--- config.mk ---
export PLATFORM = sky130hd
export DESIGN_NAME = ntt_seq_ctrl_flat
export DESIGN_NICKNAME = d
export VERILOG_FILES = /design/src/rtl/ntt_pkg.sv /design/src/rtl/ntt_seq_ctrl_if.sv /design/src/rtl/mod_mul.sv /design/src/rtl/ntt_seq_ctrl.sv /design/src/flat_wrapper.sv
export SDC_FILE = /design/constraint.sdc
export NUM_CORES = 1
export LEC_CHECK = 0
export BUFFER_PORTS_ARGS = -buffer_cell sky130_fd_sc_hd__buf_2
export CORE_MARGIN = 5
export CORE_UTILIZATION = 30
export DETAILED_ROUTE_END_ITERATION = 16
export SLEW_MARGIN = 10
export SYNTH_ARGS = -nofsm -noshare
export SYNTH_HDL_FRONTEND = slang
export SYNTH_SLANG_ARGS = --single-unit
--- constraint.sdc ---
create_clock -name clk -period 20.2 [get_ports clk]
set_clock_uncertainty 0.05 [all_clocks]
set_input_delay 2.02 -clock clk [delete_from_list [all_inputs] [get_ports clk]]
set_output_delay 2.02 -clock clk [all_outputs]
set_load 0.02 [all_outputs]
--- src/rtl/ntt_pkg.sv ---
// Shared parameters, types and modular-reduction helper for the 8-point NTT controller.
// Latency: n/a (package only).
// Backpressure: n/a (package only).
package ntt_pkg;

    localparam int N    = 8;
    localparam int DW   = 8;
    localparam int MOD  = 17;
    localparam int ROOT = 9;
    localparam int LW   = $clog2(N);

    typedef logic [DW-1:0]   coef_t;
    typedef logic [2*DW-1:0] wide_t;
    typedef logic [LW-1:0]   idx_t;

    typedef enum logic [1:0] {LOAD, COMPUTE, DRAIN} state_t;

    localparam wide_t MOD_W  = wide_t'(MOD);
    localparam coef_t ROOT_C = coef_t'(ROOT);
    localparam idx_t  LAST   = idx_t'(N - 1);

    // Reduce a double-width value into [0, MOD); the result always fits in DW bits.
    function automatic coef_t mod_red(input wide_t v);
        return coef_t'(v % MOD_W);
    endfunction

endpackage

--- src/rtl/ntt_seq_ctrl_if.sv ---
// Input and output coefficient streams plus the busy flag of the NTT controller.
// Latency: n/a (wiring only).
// Backpressure: in_ready gates the input stream, out_ready stalls the output stream.
interface ntt_seq_ctrl_if;
    import ntt_pkg::*;

    coef_t in_data;
    logic  in_valid;
    logic  in_ready;
    coef_t out_data;
    logic  out_valid;
    logic  out_last;
    logic  out_ready;
    logic  busy;

    // Producer/consumer side that talks to the controller.
    modport master (
        output in_data, in_valid, out_ready,
        input  in_ready, out_data, out_valid, out_last, busy
    );

    // Controller side.
    modport slave (
        input  in_data, in_valid, out_ready,
        output in_ready, out_data, out_valid, out_last, busy
    );

endinterface

--- src/rtl/mod_mul.sv ---
// Combinational modular multiplier: p = a*b mod MOD.
// Latency: 0 cycles (pure combinational, full 2*DW-bit product reduced in place).
// Backpressure: none.
module mod_mul
    import ntt_pkg::*;
(
    input  coef_t a,
    input  coef_t b,
    output coef_t p
);

    assign p = mod_red(wide_t'(a) * wide_t'(b));

endmodule

--- src/rtl/ntt_seq_ctrl.sv ---
// 8-point NTT sequencer: load N coefficients, run N*N MAC cycles on one shared multiplier, stream N results.
// Latency: last input accepted at edge t -> first out_valid at edge t+N*N+1.
// Backpressure: in_ready only in LOAD; out_ready low freezes out_data/out_valid with no loss or reorder.
module ntt_seq_ctrl
    import ntt_pkg::*;
(
    input  logic          clk,
    input  logic          rst,
    ntt_seq_ctrl_if.slave bus
);

    state_t state;
    state_t state_nxt;

    idx_t  lcnt;
    idx_t  j;
    idx_t  k;
    idx_t  ocnt;
    idx_t  ocnt_inc;
    coef_t x [N];
    coef_t y [N];
    coef_t acc;
    coef_t w;
    coef_t wk;
    coef_t out_data_q;
    logic  out_valid_q;
    logic  out_last_q;
    logic  busy_q;
    logic  in_ready_c;

    coef_t mac_p;
    coef_t tw_a;
    coef_t tw_b;
    coef_t tw_p;
    coef_t acc_nxt;
    logic  in_fire;
    logic  out_fire;
    logic  row_end;

    assign in_fire  = bus.in_valid && (state == LOAD);
    assign out_fire = out_valid_q && bus.out_ready;
    assign row_end  = (j == LAST);
    assign ocnt_inc = ocnt + 1'b1;

    // MAC path: x[j]*w accumulated, reduced before it is registered.
    mod_mul u_mac (
        .a (x[j]),
        .b (w),
        .p (mac_p)
    );
    assign acc_nxt = mod_red(wide_t'(acc) + wide_t'(mac_p));

    // Twiddle path: advances w by wk inside a row; at row end the same
    // multiplier steps the row twiddle wk by ROOT instead.
    assign tw_a = row_end ? wk : w;
    assign tw_b = row_end ? ROOT_C : wk;
    mod_mul u_tw (
        .a (tw_a),
        .b (tw_b),
        .p (tw_p)
    );

    assign bus.in_ready  = in_ready_c;
    assign bus.out_data  = out_data_q;
    assign bus.out_valid = out_valid_q;
    assign bus.out_last  = out_last_q;
    assign bus.busy      = busy_q;

    // State register.
    always_ff @(posedge clk) begin
        if (rst) state <= LOAD;
        else     state <= state_nxt;
    end

    // Next-state decode and input-side ready.
    always_comb begin
        state_nxt  = state;
        in_ready_c = 1'b0;
        case (state)
            LOAD: begin
                in_ready_c = 1'b1;
                if (bus.in_valid && (lcnt == LAST)) state_nxt = COMPUTE;
            end
            COMPUTE: begin
                if (row_end && (k == LAST)) state_nxt = DRAIN;
            end
            DRAIN: begin
                if (out_fire && (ocnt == LAST)) state_nxt = LOAD;
            end
            default: state_nxt = LOAD;
        endcase
    end

    // Datapath: coefficient capture, MAC/twiddle sequencing and result drain.
    always_ff @(posedge clk) begin
        if (rst) begin
            lcnt        <= '0;
            j           <= '0;
            k           <= '0;
            ocnt        <= '0;
            acc         <= '0;
            w           <= '0;
            wk          <= '0;
            out_data_q  <= '0;
            out_valid_q <= 1'b0;
            out_last_q  <= 1'b0;
            busy_q      <= 1'b0;
            for (int i = 0; i < N; i++) begin
                x[i] <= '0;
                y[i] <= '0;
            end
        end else begin
            case (state)
                LOAD: begin
                    if (in_fire) begin
                        x[lcnt] <= mod_red(wide_t'(bus.in_data));
                        busy_q  <= 1'b1;
                        lcnt    <= lcnt + 1'b1;
                        if (lcnt == LAST) begin
                            k   <= '0;
                            j   <= '0;
                            acc <= '0;
                            wk  <= coef_t'(1);
                            w   <= coef_t'(1);
                        end
                    end
                end
                COMPUTE: begin
                    if (row_end) begin
                        y[k] <= acc_nxt;
                        acc  <= '0;
                        j    <= '0;
                        k    <= k + 1'b1;
                        wk   <= tw_p;
                        w    <= coef_t'(1);
                    end else begin
                        acc <= acc_nxt;
                        w   <= tw_p;
                        j   <= j + 1'b1;
                    end
                end
                DRAIN: begin
                    if (!out_valid_q) begin
                        // First cycle in DRAIN presents y[0] from the result buffer.
                        out_valid_q <= 1'b1;
                        out_data_q  <= y[ocnt];
                        out_last_q  <= (ocnt == LAST);
                    end else if (bus.out_ready) begin
                        if (ocnt == LAST) begin
                            out_valid_q <= 1'b0;
                            out_last_q  <= 1'b0;
                            ocnt        <= '0;
                            lcnt        <= '0;
                            busy_q      <= 1'b0;
                        end else begin
                            ocnt       <= ocnt_inc;
                            out_data_q <= y[ocnt_inc];
                            out_last_q <= (ocnt_inc == LAST);
                        end
                    end
                end
                default: ;
            endcase
        end
    end

endmodule
--- src/flat_wrapper.sv ---
// flat-port wrapper written by rule: the top's interface ports become plain ports
module ntt_seq_ctrl_flat import ntt_pkg::*;
  (clk, rst, bus_in_data, bus_in_valid, bus_out_ready, bus_in_ready, bus_out_data, bus_out_valid, bus_out_last, bus_busy);
  ntt_seq_ctrl_if bus_i ();
  input  logic clk;
  input  logic rst;
  input wire logic [$bits(bus_i.in_data)-1:0] bus_in_data;
  input wire logic [$bits(bus_i.in_valid)-1:0] bus_in_valid;
  input wire logic [$bits(bus_i.out_ready)-1:0] bus_out_ready;
  output wire logic [$bits(bus_i.in_ready)-1:0] bus_in_ready;
  output wire logic [$bits(bus_i.out_data)-1:0] bus_out_data;
  output wire logic [$bits(bus_i.out_valid)-1:0] bus_out_valid;
  output wire logic [$bits(bus_i.out_last)-1:0] bus_out_last;
  output wire logic [$bits(bus_i.busy)-1:0] bus_busy;
  assign bus_i.in_data = bus_in_data;
  assign bus_i.in_valid = bus_in_valid;
  assign bus_i.out_ready = bus_out_ready;
  assign bus_in_ready = bus_i.in_ready;
  assign bus_out_data = bus_i.out_data;
  assign bus_out_valid = bus_i.out_valid;
  assign bus_out_last = bus_i.out_last;
  assign bus_busy = bus_i.busy;
  ntt_seq_ctrl u_core (.clk(clk), .rst(rst), .bus(bus_i));
endmodule
* Yosys cells after proc, flatten, opt, wreduce, memory -nomap -nowiden
Memories as Yosys holds them, arrays and structs flattened. A register that Yosys moved wholly into a read port is not among the register bits.
Index checks and enable logic that the tools add are counted.
Widths: inputs -> output; s select.
** Storage, ports and cells
- Memories kept :: 2
- Latch bits :: 0
- Memory bits (writable) :: 128
- Register bits after elaboration :: 49
- Bits in read-only memories :: 0
- Word-level logic and storage cells :: 123
** Memories
- u_core.x :: depth 8, bits a word 8, rd ports 1, clocked after memory_dff 1, write ports 8, RTL line ntt_seq_ctrl.sv:20 : coef_t x [N];
- u_core.y :: depth 8, bits a word 8, rd ports 2, clocked after memory_dff 1, write ports 8, RTL line ntt_seq_ctrl.sv:21 : coef_t y [N];
** Operators by class
- Shifts and indexed selects :: 0
- Divide/modulo/power cells :: 4
- Add/subtract/negate cells :: 5
- Equal/unequal tests :: 18
- Order comparisons :: 0
- Multiplexer cells :: 63
- Reduce and logical (&&, ||, !) cells :: 17
- Bitwise operators :: 0
- Multiply operators :: 2
** Operators by type and width (number)
- $mux 8 :: 14
- $mod 16x5->16 const B :: 3
- $pmux 8 s2 :: 3
- $mux 3 :: 15
- $mul 8x8->16 :: 2
- $mux 1 :: 23
- $pmux 3 s2 :: 3
- $mod 8x5->16 const B :: 1
- $reduce_or 8->1 :: 2
- $eq 3x3->1 const B :: 5
- $add 3x1->3 const B :: 4
- $ne 2x1->1 const B :: 6
- $reduce_and 3->1 :: 4
- $ne 2x2->1 const B :: 5
- $add 8x8->9 :: 1
- $mux 2 :: 3
- $pmux 2 s3 :: 1
- $logic_and 1x1->1 :: 5
- $reduce_and 5->1 :: 1
- $reduce_and 4->1 :: 1
- $reduce_bool 2->1 :: 2
- $eq 2x1->1 const B :: 1
- $eq 2x2->1 const B :: 1
- $logic_not 2->1 :: 1
- 2 further kinds :: 2

* Logic depth before layout (Yosys ltp)
Gate-level depths: netlist of the first run.
- Depth after elaboration :: 8
- Mapped depth :: 88

* Cells and area by module
Synthesis of the first run repeated with hierarchy kept, for this count alone.
** Unflattened totals
- Cells, all modules :: 2100
- Area total of the unflattened synthesis :: 19302.3 µm²
** By module, submodules not included
- ntt_seq_ctrl :: area each 10561.4 µm², times used 1, cells each 954
- mod_mul :: area each 4370.4 µm², times used 2, cells each 573

* Least setup slack after synthesis of the first run
No wires, ideal clock.
- Path type :: register to register
- Start :: register with a tool-made name
- End :: memory u_core.y[0][3] (netlist bit), data pin
- Slack :: 0.788 ns
- Required time :: 19.875 ns
- Clock period less this slack :: 19.412 ns
- Cell stages (with the launch flop) :: 84
- Setup time :: 0.275 ns
- Data arrival time :: 19.087 ns
- Cell sequence :: dfxtp_1 > clkbuf_1 > buf_1 > mux4_2 > mux2i_1 > nor2b_1 > fa_1 > fa_1 > fa_1 > inv_1 > fa_1 > inv_1 > ha_1 > o21ai_1 > a21oi_2 > a21boi_1 > or3_4 > a2111oi_4 > (+48 left out) > nor2_1 > o31a_1 > nor4_1 > or2_2 > maj3_1 > nor2_1 > xnor2_1 > mux2i_1 > a21boi_0 > nand2_1 > clkbuf_1 > xnor2_1 > ha_1 > nand3_1 > o21ai_0 > nand2_1 > a31oi_1 > nor2_1
** RTL lines (RTL line)
- to (decl) :: ntt_seq_ctrl.sv:21

==> flow_summary.yaml, run 1 <==
min_path:
  min-delay-start: "u_core.bus.busy"
  min_path_type: "reg2reg"
synthesis:
  async_flop_share: 0
  seq_area_frac_synth: 0.260
  synth_top_cell_by_area: "edfxtp_1"
  synth_cell_types: 120
  avgSynthCellArea_um2: 9.11
  synth_top_cells_by_area: "edfxtp_1 20%, fa_1 7.7%, ha_1 7.2%"
  ys_ff_latch: 183
  netlist_instances: 2090
  synth_top_area_frac: 0.202
  ys.flop_type: "edfxtp_1"
  netlist_area_um2: 19000
  synth.net_count: 2284
  yosys_warnings: 0
  synth_edf_count: 128
grt:
  grtUsageTotal: 0.137
  antenna_found_initial: 0
  grt_max_degree: 45
  grt_pass1_wl_um: 79100
  grt_pass1_vias: 15600
  grt_overflow: 0
drt:
  vias: 15800
  routed_wl_um: 48100
  drc: 0
  drtIter0Drc: 998
  ant_nets: 0
  firstDrtPassIters: 5
  wl_per_cell_um: 16.2
  via_per_inst: 5.32
clock_tree:
  clockBufferDepth: 2
  numCtsBuffers: 17
  htreeDepth: 4
  insertion_delay_ns: 0.45
  ctsHoldBuffers: 0
  path_clk_slew_ns: 0.08
  clock_sinks: 183
  cts_root_buffer: "clkbuf_16"
  cts_tree: "done"
power_and_ir_drop:
  leakagePower_nw: 8.46
  ir_drop_v: 0.0000678
  p_per_area_nw_per_um2: 39.0
critical_path:
  rrSetupSlack_ns: 1.01
  cp_slowest_stage_delay_ns: 0.61
  cp_slowest_cell: "or4_4"
  criticalPathCategory: "reg2reg"
  regToRegEndpoint: "u_core.y[6][7]"
  crit_fanout: 16
  reg2regPathDepth: 82
  cp_data_required_time_ns: 20.34
  worstPathArrival_ns: 19.34
  path_common_cell: "ha_1"
  cp-endpoint: "u_core.y[6][7]"
  worstSetupStartpointType: "flop"
  critPathCaptureType: "flop"
sta:
  fin_ws_ns: 1.01
  layout_min_cycle_time_ns: 19.19
  tightest_slew_ns: 1.15
  slew_headroom: 0.234
  fmax_ghz: 0.0521
  hold_viol_final: 0
  slew_violations: 0
  whs_ns: 0.405
  period_share: 0.950
  finalSetupViolations: 0
die:
  coreArea_um2: 63000
  initial_core_util: 0.302
  die_h_um: 262
  dieArea_um2: 68600
  die_x_um: 262
  ios: 24
  rows: 92
job:
  cap_violations: 0
cells_and_area:
  n_antenna_cell: 0
  final_cell_mix: "235 x nor2_1, 158 x nand2_1, 149 x inv_1"
  final_nets: 2306
  drive_above_1_share: 0.151
  layout_commonest_cell: "nor2_1"
  syn2layout_area_growth_pct: 11.9
placement:
  portBuffers: 23
  hpwl_um: 36700
  gp_congestion: 0.873
  dp_slack_ns: -0.452
run_status:
  outcome: "finished clean"
==> flip-flops by register name, indices dropped and copies added (netlist names), 3 cells and up, named ones only <==
signal               count
u_core.acc               8
u_core.bus.out_data      8
u_core.lcnt              3
u_core.j                 3
u_core.k                 3
u_core.ocnt              3
u_core.x                64
u_core.w                 8
u_core.y                64
u_core.wk                8
==> cell families after synthesis <==
kind of cell             count (synthesis)  share of synthesized area
AND/OR/NAND/NOR                        796                      0.219
multiplexers                           102                     0.0867
XOR/XNOR                                98                     0.0481
flip-flops                             183                      0.260
buffers and inverters                  226                     0.0468
AO/OA/AOI/OAI                          501                      0.190
adder cells (fa/ha/maj)                184                      0.150
==> Yosys cell counts, types with 10 or more instances <==
master	number
clkbuf_1	56
nor2b_1	80
mux4_2	48
nand3_1	33
nor2_1	236
fa_1	73
ha_1	109
xnor2_1	58
o22ai_1	12
nand2b_1	48
or2_2	13
xor2_1	36
nand2_1	160
edfxtp_1	128
nor4_1	14
and3_1	19
nor3_2	10
nand4_1	13
a211oi_1	28
a22oi_1	11
inv_1	149
o21ai_0	65
o21ai_1	29
or3_1	17
a31oi_1	16
a21oi_1	115
o21a_1	18
a22o_1	21
a21o_1	25
o211ai_1	18
nor3_1	50
mux2i_1	41
dfxtp_1	55
and2_1	39
==> final cells by class <==
type / instances / area, um2
fill: 6448 / 41700
multi-input combinational: 1682 / 13600
sequential: 183 / 4940
tap: 846 / 1060
inverter: 151 / 567
timing repair buffer: 77 / 531
clock buffer: 18 / 429
clock inverter: 14 / 159
==> worst min-delay path by stage <==
stage | end | slack [ns] | cells after the start
after floorplan | u_core.acc[0] | 0.38 | 2
after global placement | u_core.bus.busy | 0.39 | 2
after detailed placement | u_core.bus.busy | 0.40 | 2
after CTS | u_core.bus.busy | 0.41 | 2
after global routing | u_core.bus.busy | 0.43 | 2
final | u_core.bus.busy | 0.41 | 2
==> routing by layer <==
| metal | GRT usage | up-vias | wire length, um |
|---|---|---|---|
| met5 | 0 | - | 0 |
| met4 | 0.0293 | 0 | 720 |
| met3 | 0.0137 | 57 | 1700 |
| met2 | 0.245 | 356 | 24200 |
| met1 | 0.180 | 7736 | 21500 |
| li1 | - | 7642 | - |
==> per-stage QoR <==
step | cells | TNS [ns] | utilization | power (mW) | instance area [um2]
2_1_floorplan | 2090 | 0 | - | 0.479 | 19000
3_3_place_gp | 2916 | 0 | 0.320 | 0.503 | 20100
3_5_place_dp | 2916 | -14.64 | 0.320 | 0.505 | 20100
4_1_cts | 2950 | 0 | 0.331 | 0.835 | 20800
5_1_grt | 2971 | -6.52 | 0.338 | 0.862 | 21300
6_report | 2971 | 0 | 0.338 | 0.831 | 21300
==> power by group <==
group	switching, mW	internal [mW]	total [mW]	leakage (nW)
clock	0.158	0.176	0.334	0.287
sequential	0.00584	0.414	0.420	1.71
combinational	0.0505	0.0269	0.0774	6.46
total	0.214	0.617	0.831	8.46
==> worst max-delay path: cells and delay by family, from the launching register on <==
kind / cells / cell delay [ns]
buffers and inverters: 9 / 1.20
and+or+nand+nor: 24 / 4.77
xor gates and xnor gates: 6 / 1.24
muxes: 7 / 1.99
DFF: 1 / 0.36
AOI/OAI and AO/OA: 25 / 5.45
adders and majority gates: 11 / 3.80
==> what timing repair did <==
action,4_1_cts,5_1_grt
setup endpoints to repair,63,72
pin swaps,0,15
buffers inserted,2,20
cloned,0,1
resized for setup,15,61
Note: power is estimated with default switching activity, not from simulation.
==> run 2: changes to the inputs <==
- ABC_AREA: not set -> 1
==> run 2 against run 1 <==
Net effect: global-route usage is 0.67 points lower; synthesized area is 0.60% lower; first-iteration DRC count is 9.0% higher; clock-buffer cell count stayed put; largest cell class unchanged; highest routed layer unchanged.
==> flow_summary.yaml, run 2 <==
clock_tree:
  insertion_delay_ns: 0.45
  htreeDepth: 4
  clockBufferDepth: 2
  cts_tree: "done"
  clock_sinks: 183
  path_clk_slew_ns: 0.09
  cts_root_buffer: "clkbuf_16"
  ctsHoldBuffers: 0
  numCtsBuffers: 17
placement:
  gp_congestion: 0.831
  portBuffers: 23
  place_inst: 3503
  hpwl_um: 35300
synthesis:
  netlist_area_um2: 18900
  async_flop_share: 0
  synth_edf_count: 128
  synth_top_area_frac: 0.203
  synth.net_count: 2863
  synth_cell_types: 64
  ys_ff_latch: 183
  synth_top_cell_by_area: "edfxtp_1"
  seq_area_frac_synth: 0.261
  netlist_instances: 2669
  synth_top_cells_by_area: "edfxtp_1 20%, nand2_1 11%, nor2_1 8.7%"
  ys.flop_type: "edfxtp_1"
  yosys_warnings: 0
  yosys-top-cells-count: "535 x nand2_1, 440 x nor2_1, 386 x inv_1, 165 x nand3_1, 165 x o21ai_0"
  synth.most_common_cell: "nand2_1"
  avgSynthCellArea_um2: 7.09
cells_and_area:
  final_nets: 2896
  layout_commonest_cell: "nand2_1"
  syn2layout_area_growth_pct: 11.1
  drive_above_1_share: 0.134
  final_cell_mix: "527 x nand2_1, 433 x nor2_1, 376 x inv_1"
  stdcell_count: 3561
  post-route-util: 0.335
  largestRegisters: "u_core.x x64, u_core.y x64"
  n_antenna_cell: 0
  fillerInstances: 6659
sta:
  fmax_ghz: 0.0537
  hold_viol_final: 0
  layout_min_cycle_time_ns: 18.62
  whs_ns: 0.424
  slew_violations: 0
  finalSetupViolations: 0
  tightest_slew_ns: 1.20
  period_share: 0.922
  slew_headroom: 0.201
die:
  die_h_um: 261
  dieArea_um2: 68200
  coreArea_um2: 62700
  die_x_um: 261
  ios: 24
  initial_core_util: 0.302
  rows: 92
grt:
  antenna_found_initial: 0
  grt_pass1_wl_um: 75700
  grt_overflow: 0
  grt_max_degree: 44
  grtUsageTotal: 0.130
  grt_pass1_vias: 15700
job:
  cap_violations: 0
drt:
  wl_per_cell_um: 12.9
  drc: 0
  ant_nets: 0
  via_per_inst: 4.71
  drtIter0Drc: 1088
  firstDrtPassIters: 8
  routed_wl_um: 45900
  vias: 16800
min_path:
  min-delay-start: "u_core.bus.out_last"
  min_path_type: "reg2reg"
critical_path:
  critPathCaptureType: "flop"
  cp_slowest_stage_delay_ns: 0.54
  cp_data_required_time_ns: 20.44
  cp_slowest_cell: "fa_1"
  path_common_cell: "nand2_1"
  worstSetupStartpointType: "flop"
  crit_fanout: 14
  criticalPathCategory: "reg2reg"
  worstPathArrival_ns: 18.86
run_status:
  outcome: "finished clean"
-- run 2: changes by cell type after synthesis, sizes merged, moves of 49 or more --
cell   previous run  this run
nor2            238       462
nor3             61        12
nor2b            81         0
nand3            35       188
nand2           160       650
inv             151       414
o21ai            99       191
-- run 2: cell type report --
class / instances / area [um2] / share of cell area
Clock buffer: 18 / 439 / 0.0209
Tap cell: 846 / 1060 / 0.0504
Sequential cell: 183 / 4950 / 0.236
Clock inverter: 14 / 194 / 0.00923
Inverter: 424 / 1600 / 0.0763
Timing Repair Buffer: 52 / 365 / 0.0174
Timing Repair inverter: 2 / 15.0 / 0.000714
Multi-Input combinational cell: 2022 / 12400 / 0.589
-- run 2: layer usage --
layer | up-vias | wire length [um] | global-route usage
li1 | 8688 | - | -
met1 | 7727 | 21800 | 0.179
met2 | 333 | 21700 | 0.225
met3 | 39 | 1740 | 0.0135
met4 | 0 | 636 | 0.0257
met5 | - | 0 | 0
-- run 2: final timing paths --
| kind | depth (start not counted) | end | slack, ns |
|---|---|---|---|
| max | 131 | u_core.acc[6] | 1.58 |
| min | 2 | u_core.bus.out_last | 0.42 |
| max reg2reg | 131 | u_core.acc[6] | 1.58 |
| min reg2reg | 2 | u_core.bus.out_last | 0.42 |
-- run 2: worst max-delay path: cells and delay by family (launching register included) --
kind / cells / cell delay (ns)
buf+inv: 21 / 1.74
compound gates: 16 / 2.63
flops: 1 / 0.40
simple gates: 79 / 8.85
xor+xnor: 4 / 0.93
fa+ha+maj: 11 / 3.81
-- run 2: kinds of logic after synthesis --
family | count (synthesis) | synth area share
adder cells (fa/ha/maj) | 182 | 0.149
AND/OR/NAND/NOR | 1381 | 0.335
XOR/XNOR | 86 | 0.0410
buffers and inverters | 465 | 0.0963
multiplexers | 1 | 0.000727
AO/OA/AOI/OAI | 371 | 0.116
flip-flops | 183 | 0.261
-- run 2: through the flow --
| step | cell area [um2] | setup WS, ns | TNS [ns] |
|---|---|---|---|
| after detailed placement | 19900 | 0.177 | 0 |
| after floorplan | 18900 | 2.88 | 0 |
| after global placement | 19900 | 0.427 | 0 |
| final | 21000 | 1.58 | 0 |
| after CTS | 20500 | 0.126 | 0 |
| after global routing | 21000 | -0.307 | -14.66 |
-- run 2: what timing repair did --
item | in CTS | in global routing
gates resized for setup | 0 | 69
setup buffers | 0 | 23
setup endpoints to repair | 0 | 72
hold endpoints to repair | 0 | 0
Power of run 2 is not shown: default switching activity piles up to over one toggle a cycle in this logic, so the estimate is an artifact.
